## src/rtl/instr_encoder_pkg.sv

```systemverilog
// Shared constants for the MIPS-I instruction encoder: opsel codes, opcode/func tables,
// FSM state type and word-packing helpers.
package instr_encoder_pkg;

  typedef enum logic [1:0] {StIdle, StWrite, StFull, StDone} state_e;

  // Instruction kind codes presented on in_opsel; 36..63 are illegal.
  localparam logic [5:0] OpselAddu  = 6'd0;
  localparam logic [5:0] OpselSubu  = 6'd1;
  localparam logic [5:0] OpselSlt   = 6'd2;
  localparam logic [5:0] OpselAnd   = 6'd3;
  localparam logic [5:0] OpselNor   = 6'd4;
  localparam logic [5:0] OpselOr    = 6'd5;
  localparam logic [5:0] OpselXor   = 6'd6;
  localparam logic [5:0] OpselSll   = 6'd7;
  localparam logic [5:0] OpselSrl   = 6'd8;
  localparam logic [5:0] OpselSltu  = 6'd9;
  localparam logic [5:0] OpselJalr  = 6'd10;
  localparam logic [5:0] OpselJr    = 6'd11;
  localparam logic [5:0] OpselSllv  = 6'd12;
  localparam logic [5:0] OpselSra   = 6'd13;
  localparam logic [5:0] OpselSrav  = 6'd14;
  localparam logic [5:0] OpselSrlv  = 6'd15;
  localparam logic [5:0] OpselAddiu = 6'd16;
  localparam logic [5:0] OpselLw    = 6'd17;
  localparam logic [5:0] OpselSw    = 6'd18;
  localparam logic [5:0] OpselLui   = 6'd19;
  localparam logic [5:0] OpselSlti  = 6'd20;
  localparam logic [5:0] OpselSltiu = 6'd21;
  localparam logic [5:0] OpselLb    = 6'd22;
  localparam logic [5:0] OpselLbu   = 6'd23;
  localparam logic [5:0] OpselSb    = 6'd24;
  localparam logic [5:0] OpselAndi  = 6'd25;
  localparam logic [5:0] OpselOri   = 6'd26;
  localparam logic [5:0] OpselXori  = 6'd27;
  localparam logic [5:0] OpselBeq   = 6'd28;
  localparam logic [5:0] OpselBne   = 6'd29;
  localparam logic [5:0] OpselBgez  = 6'd30;
  localparam logic [5:0] OpselBgtz  = 6'd31;
  localparam logic [5:0] OpselBlez  = 6'd32;
  localparam logic [5:0] OpselBltz  = 6'd33;
  localparam logic [5:0] OpselJ     = 6'd34;
  localparam logic [5:0] OpselJal   = 6'd35;

  // Primary opcodes
  localparam logic [5:0] OpSpecial = 6'h00;
  localparam logic [5:0] OpRegimm  = 6'h01;
  localparam logic [5:0] OpJ       = 6'h02;
  localparam logic [5:0] OpJal     = 6'h03;
  localparam logic [5:0] OpBeq     = 6'h04;
  localparam logic [5:0] OpBne     = 6'h05;
  localparam logic [5:0] OpBlez    = 6'h06;
  localparam logic [5:0] OpBgtz    = 6'h07;
  localparam logic [5:0] OpAddiu   = 6'h09;
  localparam logic [5:0] OpSlti    = 6'h0a;
  localparam logic [5:0] OpSltiu   = 6'h0b;
  localparam logic [5:0] OpAndi    = 6'h0c;
  localparam logic [5:0] OpOri     = 6'h0d;
  localparam logic [5:0] OpXori    = 6'h0e;
  localparam logic [5:0] OpLui     = 6'h0f;
  localparam logic [5:0] OpLb      = 6'h20;
  localparam logic [5:0] OpLw      = 6'h23;
  localparam logic [5:0] OpLbu     = 6'h24;
  localparam logic [5:0] OpSb      = 6'h28;
  localparam logic [5:0] OpSw      = 6'h2b;

  // SPECIAL func codes
  localparam logic [5:0] FnSll  = 6'h00;
  localparam logic [5:0] FnSrl  = 6'h02;
  localparam logic [5:0] FnSra  = 6'h03;
  localparam logic [5:0] FnSllv = 6'h04;
  localparam logic [5:0] FnSrlv = 6'h06;
  localparam logic [5:0] FnSrav = 6'h07;
  localparam logic [5:0] FnJr   = 6'h08;
  localparam logic [5:0] FnJalr = 6'h09;
  localparam logic [5:0] FnAddu = 6'h21;
  localparam logic [5:0] FnSubu = 6'h23;
  localparam logic [5:0] FnAnd  = 6'h24;
  localparam logic [5:0] FnOr   = 6'h25;
  localparam logic [5:0] FnXor  = 6'h26;
  localparam logic [5:0] FnNor  = 6'h27;
  localparam logic [5:0] FnSlt  = 6'h2a;
  localparam logic [5:0] FnSltu = 6'h2b;

  // REGIMM selects bgez/bltz through the rt field.
  localparam logic [4:0] RtBgez = 5'd1;
  localparam logic [4:0] RtBltz = 5'd0;

  function automatic logic [31:0] r_word(input logic [4:0] rs, input logic [4:0] rt,
                                         input logic [4:0] rd, input logic [4:0] sh,
                                         input logic [5:0] fn);
    return {OpSpecial, rs, rt, rd, sh, fn};
  endfunction

  function automatic logic [31:0] i_word(input logic [5:0] op, input logic [4:0] rs,
                                         input logic [4:0] rt, input logic [15:0] imm);
    return {op, rs, rt, imm};
  endfunction

  function automatic logic [31:0] j_word(input logic [5:0] op, input logic [25:0] tgt);
    return {op, tgt};
  endfunction

endpackage

```

## src/rtl/instr_encoder_if.sv

```systemverilog
// Request channel and instruction-memory write port of the encoder.
interface instr_encoder_if;
  logic        in_valid;
  logic        in_ready;
  logic [5:0]  in_opsel;
  logic [4:0]  in_rs;
  logic [4:0]  in_rt;
  logic [4:0]  in_rd;
  logic [4:0]  in_shamt;
  logic [15:0] in_imm;
  logic [25:0] in_target;
  logic        imem_we;
  logic [31:0] imem_addr;
  logic [31:0] imem_wdata;
  logic        imem_ready;

  // master: request source plus memory model; slave: the encoder itself.
  modport master (
    output in_valid, in_opsel, in_rs, in_rt, in_rd, in_shamt, in_imm, in_target, imem_ready,
    input  in_ready, imem_we, imem_addr, imem_wdata
  );

  modport slave (
    input  in_valid, in_opsel, in_rs, in_rt, in_rd, in_shamt, in_imm, in_target, imem_ready,
    output in_ready, imem_we, imem_addr, imem_wdata
  );
endinterface

```

## src/rtl/instr_field_pack.sv

```systemverilog
// Combinational map from opsel plus operand fields to a 32-bit MIPS-I word and a legal flag.
module instr_field_pack
  import instr_encoder_pkg::*;
(
  input  logic [5:0]  opsel_i,
  input  logic [4:0]  rs_i,
  input  logic [4:0]  rt_i,
  input  logic [4:0]  rd_i,
  input  logic [4:0]  shamt_i,
  input  logic [15:0] imm_i,
  input  logic [25:0] target_i,
  output logic [31:0] word_o,
  output logic        legal_o
);

  always_comb begin
    word_o  = '0;
    legal_o = 1'b1;
    case (opsel_i)
      OpselAddu:  word_o = r_word(rs_i, rt_i, rd_i, 5'd0, FnAddu);
      OpselSubu:  word_o = r_word(rs_i, rt_i, rd_i, 5'd0, FnSubu);
      OpselSlt:   word_o = r_word(rs_i, rt_i, rd_i, 5'd0, FnSlt);
      OpselAnd:   word_o = r_word(rs_i, rt_i, rd_i, 5'd0, FnAnd);
      OpselNor:   word_o = r_word(rs_i, rt_i, rd_i, 5'd0, FnNor);
      OpselOr:    word_o = r_word(rs_i, rt_i, rd_i, 5'd0, FnOr);
      OpselXor:   word_o = r_word(rs_i, rt_i, rd_i, 5'd0, FnXor);
      OpselSll:   word_o = r_word(rs_i, rt_i, rd_i, shamt_i, FnSll);
      OpselSrl:   word_o = r_word(rs_i, rt_i, rd_i, shamt_i, FnSrl);
      OpselSltu:  word_o = r_word(rs_i, rt_i, rd_i, 5'd0, FnSltu);
      OpselJalr:  word_o = r_word(rs_i, 5'd0, rd_i, 5'd0, FnJalr);
      OpselJr:    word_o = r_word(rs_i, 5'd0, 5'd0, 5'd0, FnJr);
      OpselSllv:  word_o = r_word(rs_i, rt_i, rd_i, 5'd0, FnSllv);
      OpselSra:   word_o = r_word(rs_i, rt_i, rd_i, shamt_i, FnSra);
      OpselSrav:  word_o = r_word(rs_i, rt_i, rd_i, 5'd0, FnSrav);
      OpselSrlv:  word_o = r_word(rs_i, rt_i, rd_i, 5'd0, FnSrlv);
      OpselAddiu: word_o = i_word(OpAddiu, rs_i, rt_i, imm_i);
      OpselLw:    word_o = i_word(OpLw, rs_i, rt_i, imm_i);
      OpselSw:    word_o = i_word(OpSw, rs_i, rt_i, imm_i);
      OpselLui:   word_o = i_word(OpLui, 5'd0, rt_i, imm_i);
      OpselSlti:  word_o = i_word(OpSlti, rs_i, rt_i, imm_i);
      OpselSltiu: word_o = i_word(OpSltiu, rs_i, rt_i, imm_i);
      OpselLb:    word_o = i_word(OpLb, rs_i, rt_i, imm_i);
      OpselLbu:   word_o = i_word(OpLbu, rs_i, rt_i, imm_i);
      OpselSb:    word_o = i_word(OpSb, rs_i, rt_i, imm_i);
      OpselAndi:  word_o = i_word(OpAndi, rs_i, rt_i, imm_i);
      OpselOri:   word_o = i_word(OpOri, rs_i, rt_i, imm_i);
      OpselXori:  word_o = i_word(OpXori, rs_i, rt_i, imm_i);
      OpselBeq:   word_o = i_word(OpBeq, rs_i, rt_i, imm_i);
      OpselBne:   word_o = i_word(OpBne, rs_i, rt_i, imm_i);
      OpselBgez:  word_o = i_word(OpRegimm, rs_i, RtBgez, imm_i);
      OpselBgtz:  word_o = i_word(OpBgtz, rs_i, 5'd0, imm_i);
      OpselBlez:  word_o = i_word(OpBlez, rs_i, 5'd0, imm_i);
      OpselBltz:  word_o = i_word(OpRegimm, rs_i, RtBltz, imm_i);
      OpselJ:     word_o = j_word(OpJ, target_i);
      OpselJal:   word_o = j_word(OpJal, target_i);
      default:    legal_o = 1'b0;
    endcase
  end

endmodule

```

## src/rtl/instr_encoder.sv

```systemverilog
// Encodes instruction requests and streams them into instruction memory, one word per
// handshake, starting at BASE_ADDR and stopping after DEPTH words.
module instr_encoder
  import instr_encoder_pkg::*;
#(
  parameter logic [31:0] BASE_ADDR = 32'h0000_3000,
  parameter int unsigned DEPTH     = 1024
) (
  input  logic            clk,
  input  logic            rst,
  instr_encoder_if.slave  bus,
  input  logic            finish,
  output logic [10:0]     count,
  output logic            full,
  output logic            done,
  output logic            err
);

  localparam logic [11:0] DepthW = 12'(DEPTH);

  state_e      state_q, state_d;
  logic [31:0] addr_q, addr_d;
  logic [31:0] wdata_q, wdata_d;
  logic [10:0] count_q, count_d;
  logic        err_q, err_d;

  logic [31:0] word;
  logic        legal;
  logic [11:0] count_inc;

  instr_field_pack u_pack (
    .opsel_i  (bus.in_opsel),
    .rs_i     (bus.in_rs),
    .rt_i     (bus.in_rt),
    .rd_i     (bus.in_rd),
    .shamt_i  (bus.in_shamt),
    .imm_i    (bus.in_imm),
    .target_i (bus.in_target),
    .word_o   (word),
    .legal_o  (legal)
  );

  assign count_inc = {1'b0, count_q} + 12'd1;

  always_comb begin
    state_d = state_q;
    addr_d  = addr_q;
    wdata_d = wdata_q;
    count_d = count_q;
    err_d   = err_q;
    case (state_q)
      StIdle: begin
        // A pending request takes priority over finish; finish is seen on a later idle cycle.
        if (bus.in_valid) begin
          if (legal) begin
            wdata_d = word;
            state_d = StWrite;
          end else begin
            err_d = 1'b1;
          end
        end else if (finish) begin
          state_d = StDone;
        end
      end
      StWrite: begin
        if (bus.imem_ready) begin
          addr_d  = addr_q + 32'd4;
          count_d = count_inc[10:0];
          state_d = (count_inc == DepthW) ? StFull : StIdle;
        end
      end
      StFull: begin
        if (finish) state_d = StDone;
      end
      StDone:  state_d = StDone;
      default: state_d = StIdle;
    endcase
  end

  always_ff @(posedge clk or posedge rst) begin
    if (rst) begin
      state_q <= StIdle;
      addr_q  <= BASE_ADDR;
      wdata_q <= '0;
      count_q <= '0;
      err_q   <= 1'b0;
    end else begin
      state_q <= state_d;
      addr_q  <= addr_d;
      wdata_q <= wdata_d;
      count_q <= count_d;
      err_q   <= err_d;
    end
  end

  // Decoded straight from state so reset drops the write strobe without waiting for a clock.
  assign bus.in_ready   = (state_q == StIdle);
  assign bus.imem_we    = (state_q == StWrite);
  assign bus.imem_addr  = addr_q;
  assign bus.imem_wdata = wdata_q;
  assign count          = count_q;
  assign full           = (state_q == StFull);
  assign done           = (state_q == StDone);
  assign err            = err_q;

endmodule

```

## src/flat_wrapper.sv

```systemverilog
// flat-port wrapper written by rule: the top's interface ports become plain ports
module instr_encoder_flat import instr_encoder_pkg::*;
#(
  parameter logic [31:0] BASE_ADDR = 32'h0000_3000,
  parameter int unsigned DEPTH     = 1024
)
  (clk, rst, finish, count, full, done, err, bus_in_valid, bus_in_opsel, bus_in_rs, bus_in_rt, bus_in_rd, bus_in_shamt, bus_in_imm, bus_in_target, bus_imem_ready, bus_in_ready, bus_imem_we, bus_imem_addr, bus_imem_wdata);
  instr_encoder_if bus_i ();
  input  logic clk;
  input  logic rst;
  input  logic finish;
  output logic [10:0] count;
  output logic full;
  output logic done;
  output logic err;
  input wire logic [$bits(bus_i.in_valid)-1:0] bus_in_valid;
  input wire logic [$bits(bus_i.in_opsel)-1:0] bus_in_opsel;
  input wire logic [$bits(bus_i.in_rs)-1:0] bus_in_rs;
  input wire logic [$bits(bus_i.in_rt)-1:0] bus_in_rt;
  input wire logic [$bits(bus_i.in_rd)-1:0] bus_in_rd;
  input wire logic [$bits(bus_i.in_shamt)-1:0] bus_in_shamt;
  input wire logic [$bits(bus_i.in_imm)-1:0] bus_in_imm;
  input wire logic [$bits(bus_i.in_target)-1:0] bus_in_target;
  input wire logic [$bits(bus_i.imem_ready)-1:0] bus_imem_ready;
  output wire logic [$bits(bus_i.in_ready)-1:0] bus_in_ready;
  output wire logic [$bits(bus_i.imem_we)-1:0] bus_imem_we;
  output wire logic [$bits(bus_i.imem_addr)-1:0] bus_imem_addr;
  output wire logic [$bits(bus_i.imem_wdata)-1:0] bus_imem_wdata;
  assign bus_i.in_valid = bus_in_valid;
  assign bus_i.in_opsel = bus_in_opsel;
  assign bus_i.in_rs = bus_in_rs;
  assign bus_i.in_rt = bus_in_rt;
  assign bus_i.in_rd = bus_in_rd;
  assign bus_i.in_shamt = bus_in_shamt;
  assign bus_i.in_imm = bus_in_imm;
  assign bus_i.in_target = bus_in_target;
  assign bus_i.imem_ready = bus_imem_ready;
  assign bus_in_ready = bus_i.in_ready;
  assign bus_imem_we = bus_i.imem_we;
  assign bus_imem_addr = bus_i.imem_addr;
  assign bus_imem_wdata = bus_i.imem_wdata;
  instr_encoder #(.BASE_ADDR(BASE_ADDR), .DEPTH(DEPTH)) u_core (.clk(clk), .rst(rst), .bus(bus_i), .finish(finish), .count(count), .full(full), .done(done), .err(err));
endmodule
```

## config.mk

```make
export PLATFORM = sky130hd
export DESIGN_NAME = instr_encoder_flat
export DESIGN_NICKNAME = d
export VERILOG_FILES = /design/src/rtl/instr_encoder_pkg.sv /design/src/rtl/instr_encoder_if.sv /design/src/rtl/instr_field_pack.sv /design/src/rtl/instr_encoder.sv /design/src/flat_wrapper.sv
export SDC_FILE = /design/constraint.sdc
export NUM_CORES = 1
export LEC_CHECK = 0
export ABC_AREA = 1
export CAP_MARGIN = 15
export CORE_UTILIZATION = 45
export CTS_CLUSTER_SIZE = 30
export DETAILED_ROUTE_END_ITERATION = 8
export PLACE_DENSITY = 0.85
export SLEW_MARGIN = 10
export SYNTH_ARGS = -nofsm -noshare
export SYNTH_HDL_FRONTEND = slang
export SYNTH_HIERARCHICAL = 1
export SYNTH_SLANG_ARGS = --single-unit
```

## constraint.sdc

```tcl
create_clock -name clk -period 2.84 [get_ports clk]
set_input_delay 0.284 -clock clk [delete_from_list [all_inputs] [get_ports clk]]
set_output_delay 0.284 -clock clk [all_outputs]
set_load 0.01 [all_outputs]
```

==> results of run 1 <==
logic make-up (layout without fill, tap and decap cells):
logic type	count (synthesis)	count (layout)	synth area share
AO/OA/AOI/OAI	33	33	0.0388
XOR/XNOR	20	20	0.0374
adder cells (fa/ha/maj)	2	2	0.00535
buffers and inverters	62	219	0.0588
flip-flops	76	76	0.407
multiplexers	32	32	0.0770
other	2	3	0.00160
AND/OR/NAND/NOR	393	393	0.374
per-stage QoR:
step                      utilization  setup WS (ns)  hold slack (ns)  total power (W)
after global placement          0.639          0.369            0.456          0.00139
after detailed placement        0.639          0.342            0.464          0.00139
after floorplan                     -          0.621            0.480          0.00123
after global routing            0.659          0.508            0.415          0.00235
final                           0.659          0.683            0.378          0.00225
after CTS                       0.659          0.713            0.381          0.00228
worst max path at each step:
stage                               start                        end  slack, ns  cells past startpoint
after floorplan                       rst   u_core/bus.imem_addr[10]       0.62                      1
after global placement    bus_in_opsel[4]  u_core/bus.imem_wdata[23]       0.37                     11
after detailed placement  bus_in_opsel[4]  u_core/bus.imem_wdata[22]       0.34                     11
after CTS                 bus_in_opsel[4]  u_core/bus.imem_wdata[22]       0.71                     11
after global routing      bus_in_opsel[4]  u_core/bus.imem_wdata[22]       0.51                     11
final                     bus_in_opsel[3]  u_core/bus.imem_wdata[22]       0.68                     11
routing by layer:
layer | vias up | global-route usage
met5 | - | 0
met4 | 0 | 0.0878
met3 | 22 | 0.0514
met2 | 202 | 0.452
met1 | 2265 | 0.330
li1 | 2291 | -
power by group:
part / internal, W / switching [W]
logic: 0.000137 / 0.000142
registers: 0.00109 / 0.00000639
clock network: 0.000487 / 0.000388
total: 0.00171 / 0.000536
critical path, delay by kind of cell:
| kind | cells | cell delay (ns) |
|---|---|---|
| buf+inv | 3 | 1.03 |
| mux | 1 | 0.36 |
| simple gates | 7 | 0.69 |
layout make-up:
class | instances | area (um^2)
fill | 862 | 3380
sequential | 76 | 1900
tap | 133 | 166
clock buffer | 10 | 128
clock inverter | 5 | 77.6
timing repair buffer | 156 | 1570
multi-input combinational | 483 | 2500
inverter | 48 | 183
layout by cell type (no fill, tap or decap), types with 5 or more instances in the layout:
| cell | count |
|---|---|
| a21oi_1 | 7 |
| clkbuf_8 | 9 |
| clkdlybuf4s50_1 | 150 |
| dfrtp_1 | 74 |
| inv_1 | 40 |
| inv_2 | 6 |
| mux2_2 | 32 |
| nand2_1 | 233 |
| nand3_1 | 49 |
| nand3_2 | 5 |
| nand4_1 | 11 |
| nor2_1 | 59 |
| nor2_4 | 5 |
| nor3_1 | 12 |
| o21ai_0 | 17 |
| xnor2_1 | 7 |
| xor2_1 | 13 |
registers in the layout, summed over array words and instances (netlist names):
name / cells
u_core/err: 1
u_core/count: 11
u_core/state_q: 2
u_core/bus.imem_wdata: 32
u_core/bus.imem_addr: 30
==> summary.txt, run 1 <==
Final Max Tran Viols = 0
WL final = 13800 um
Most common library cells after synthesis = 233 x nand2_1, 74 x dfrtp_1, 59 x nor2_1
Reg2reg path depth = 8
I/O pin cnt = 153
Layout cells sized above 1 = 0.108
Count of cell types in the netlist = 39
TritonCTS clock tree = done
Fin area = 6530 um^2
Placer Congestion = 0.920
Finished Layout Cells = 911
Most used flip-flop cell after synthesis = dfrtp_1
HPWL Detailed = 10600 um
Setup bufs post-CTS = 0
Drt wl/cell = 15.2 um
Htree depth = 3
RSZ-0062 raised after global routing = false
Die W = 104 um
Most used cell, CP = nand2_1
Gr ovfl total = 0
Via count = 4780
Worst slew pin tran = 0.703 ns
Minimum clock period = 2.16 ns
YS warnings = 6
CTS Buf Count = 9
Setup Skew = 0.00982 ns
Post-CTS resize count = 0
Worst hold path class = input pin to asynchronous set/reset pin
Clk slew on worst S/H paths = 0.08 ns
Worst-path fanout max = 32
Arr. time, crit path = 2.39 ns
Global-route wire length before repair = 22900 um
R2R Setup Slk = 0.99 ns
Post-Syn Instances = 620
CP max-delay cell = clkdlybuf4s50_1
Count leader, synth = nand2_1
Synth Area per Inst = 7.55 um^2
Die Footprint = 10800 um^2
Maximum number of pins on one net before global-route repair = 35
Asr flop ratio synth = 1.00
VDD IR-drop max = 190 uV
Post-synth EDFFs = 0
Crit Path Class = input pin to register
Critical R2R Capture = u_core/bus.imem_addr[20]
PortBufs = 150
Final period utilization = 0.759
Max clock buf depth = 2
Row count = 36
DRT iter0 DRCs = 270
Yosys top cell by area = dfrtp_1
Critical path startpoint category = input pin
Worst r2r src = u_core/bus.imem_addr[2]
Placed Instances = 896
Post-route ant nets = 0
GRT Overall Usage = 0.263
Seq cells post-synth = 76
Status = finished clean
Clk sinks = 76
Highest Signal Layer = met4
Post-Syn Area = 4680 um^2
P per Cell Area = 344 nW/um^2
Seq/Total Area, Yosys = 0.407
Met2 wire len = 6780 um
Fmax = 0.464 GHz
Vias in the first global route = 4616
Layout Area Growth over Synthesis = 39.6%
Crit-path max cell delay = 0.65 ns
Wl on met1 = 5840 um
Router iterations before antenna repair = 5
Met3 routed WL = 910 um
Crit. End Element = register
Initial Util = 0.472
Average via count per standard cell = 5.25
Top cells by area, synth = dfrtp_1 40%, nand2_1 19%, mux2_2 7.7%
Die height = 104 um
Setup-failing EPs final = 0
Slew headroom = 0.531
Final Hold Viols = 0
Max_cap viols = 0
Antenna diodes = 0
Post-route DRC violation count = 0
Setup TNS = 0 ns
Hold Buf Count CTS = 0
Clock Tree Root = clkbuf_8
Nets = 849
P_leak = 3.11 nW
Initial antenna violation count = 0
Share of the synthesized area in the top cell type = 0.396
Crit-path cells = clkdlybuf4s50_1 -> nand2_1 -> inv_1 -> nor2_1 -> nand2_1 -> nand2_1 -> nor2_1 -> nand3_1 -> nand3_1 -> buf_12 -> mux2_2
Core Region = 9910 um^2
Area after DPL = 6330 um^2
Clock Latency Late Sink = 0.34 ns
Req. time, crit path = 3.07 ns
(Power assumes the default switching activity.)
==> inputs of run 2 (changes only) <==
Clock period 2.84 ns to 2.2 ns, I/O delays scaled along.
==> summary.txt, run 2 (synthesis gave the netlist of run 1 again) <==
Status = finished clean
Placer Congestion = 0.963
VDD IR-drop max = 321 uV
PortBufs = 150
Die W = 104 um
Fmax = 0.508 GHz
Layout Area Growth over Synthesis = 44.6%
Setup Skew = 0.00653 ns
Final period utilization = 0.895
Final core occ = 0.683
Area after DPL = 6600 um^2
RSZ-0062 raised after global routing = false
Worst hold path class = input pin to asynchronous set/reset pin
Crit Path Class = input pin to register
Req. time, crit path = 2.44 ns
Gr ovfl total = 0
Vias in the first global route = 4958
Initial Util = 0.472
Average via count per standard cell = 5.17
Hold Buf Count CTS = 0
Global-route wire length before repair = 23700 um
Router iterations before antenna repair = 5
Nets = 883
Setup bufs post-CTS = 0
Total Power = 0.00280 W
Initial antenna violation count = 0
Minimum clock period = 1.97 ns
Die Footprint = 10800 um^2
Clk slew on worst S/H paths = 0.08 ns
Clock Latency Late Sink = 0.35 ns
P_leak = 3.26 nW
Final Max Tran Viols = 0
TritonCTS clock tree = done
Max FFs per register = 32
Placed Instances = 930
Max clock buf depth = 2
Clk sinks = 76
Htree depth = 3
Post-CTS resize count = 0
Antenna diodes = 0
WL final = 14100 um
HPWL Detailed = 10800 um
Core Region = 9910 um^2
Final Hold Viols = 0
DRT iter0 DRCs = 187
P per Cell Area = 413 nW/um^2
Commonest non-fill, non-tap cell in the layout = nand2_1
Fin area = 6770 um^2
Slew headroom = 0.581
Critical path startpoint category = input pin
Drt wl/cell = 14.9 um
Row count = 36
Max_cap viols = 0
Arr. time, crit path = 2.21 ns
Layout cells sized above 1 = 0.144
Finished Layout Cells = 945
Via count = 4882
Clock Tree Root = clkbuf_8
Die height = 104 um
I/O pin cnt = 153
Most frequent cells in the layout = 233 x nand2_1, 150 x clkdlybuf4s50_1, 74 x dfrtp_1
Worst hold margin = 0.276 ns
GRT Overall Usage = 0.271
CTS Buf Count = 9
Worst slew pin tran = 0.628 ns
Setup-failing EPs final = 0
Maximum number of pins on one net before global-route repair = 33
Crit. End Element = register
Worst-path fanout max = 32
Post-route ant nets = 0
Post-route DRC violation count = 0
## run 2: cell type report
cell class                      count  area [um^2]
Timing Repair Buffer              190         1840
Fill cell                         787         3140
Clock buffer                       13          159
Multi-Input combinational cell    483         2500
Sequential cell                    76         1900
Inverter                           48          183
Tap cell                          133          166
Clock inverter                      2         10.0
## run 2: per-stage QoR
stage | setup WS [ns] | TNS (ns)
floorplan | 0.0450 | 0
global placement | -0.0284 | -0.798
detailed placement | -0.0935 | -2.33
CTS | 0.271 | 0
global route | 0.106 | 0
finish | 0.230 | 0
## run 2: final timing paths
kind                                    startpoint                   endpoint  slack [ns]  cells after the start
min reg2reg                             u_core/err                 u_core/err        0.51                      1
min in group clk                        u_core/err                 u_core/err        0.51                      1
min                                            rst   u_core/bus.imem_wdata[0]        0.28                      2
max in group asynchronous                      rst   u_core/bus.imem_addr[25]        1.34                      3
max                                bus_in_opsel[1]  u_core/bus.imem_wdata[18]        0.23                     10
max reg2reg                u_core/bus.imem_addr[2]   u_core/bus.imem_addr[18]        0.31                      8
## run 2: routing by layer
metal / routed length (um) / share of wire / track usage / up-vias
met5: 0 / 0 / 0 / -
met4: 241 / 0.017 / 0.0918 / 0
met3: 851 / 0.060 / 0.0508 / 21
met2: 7000 / 0.50 / 0.476 / 205
met1: 5990 / 0.43 / 0.334 / 2289
li1: - / - / - / 2367
## run 2: where the power goes
group          internal [W]  switching [W]
Sequential          0.00140     0.00000877
Combinational      0.000214       0.000193
Clock              0.000463       0.000513
Total               0.00208       0.000715
## run 2: critical path: stages
cell and delay, ns:
clkdlybuf4s50_1 0.52, nor2_2 0.26, inv_1 0.09, nand2_1 0.08, nand2_1 0.07, nor2_1 0.11, nand3_1 0.11, nand3_1 0.14
buf_12 0.21, mux2_2 0.36
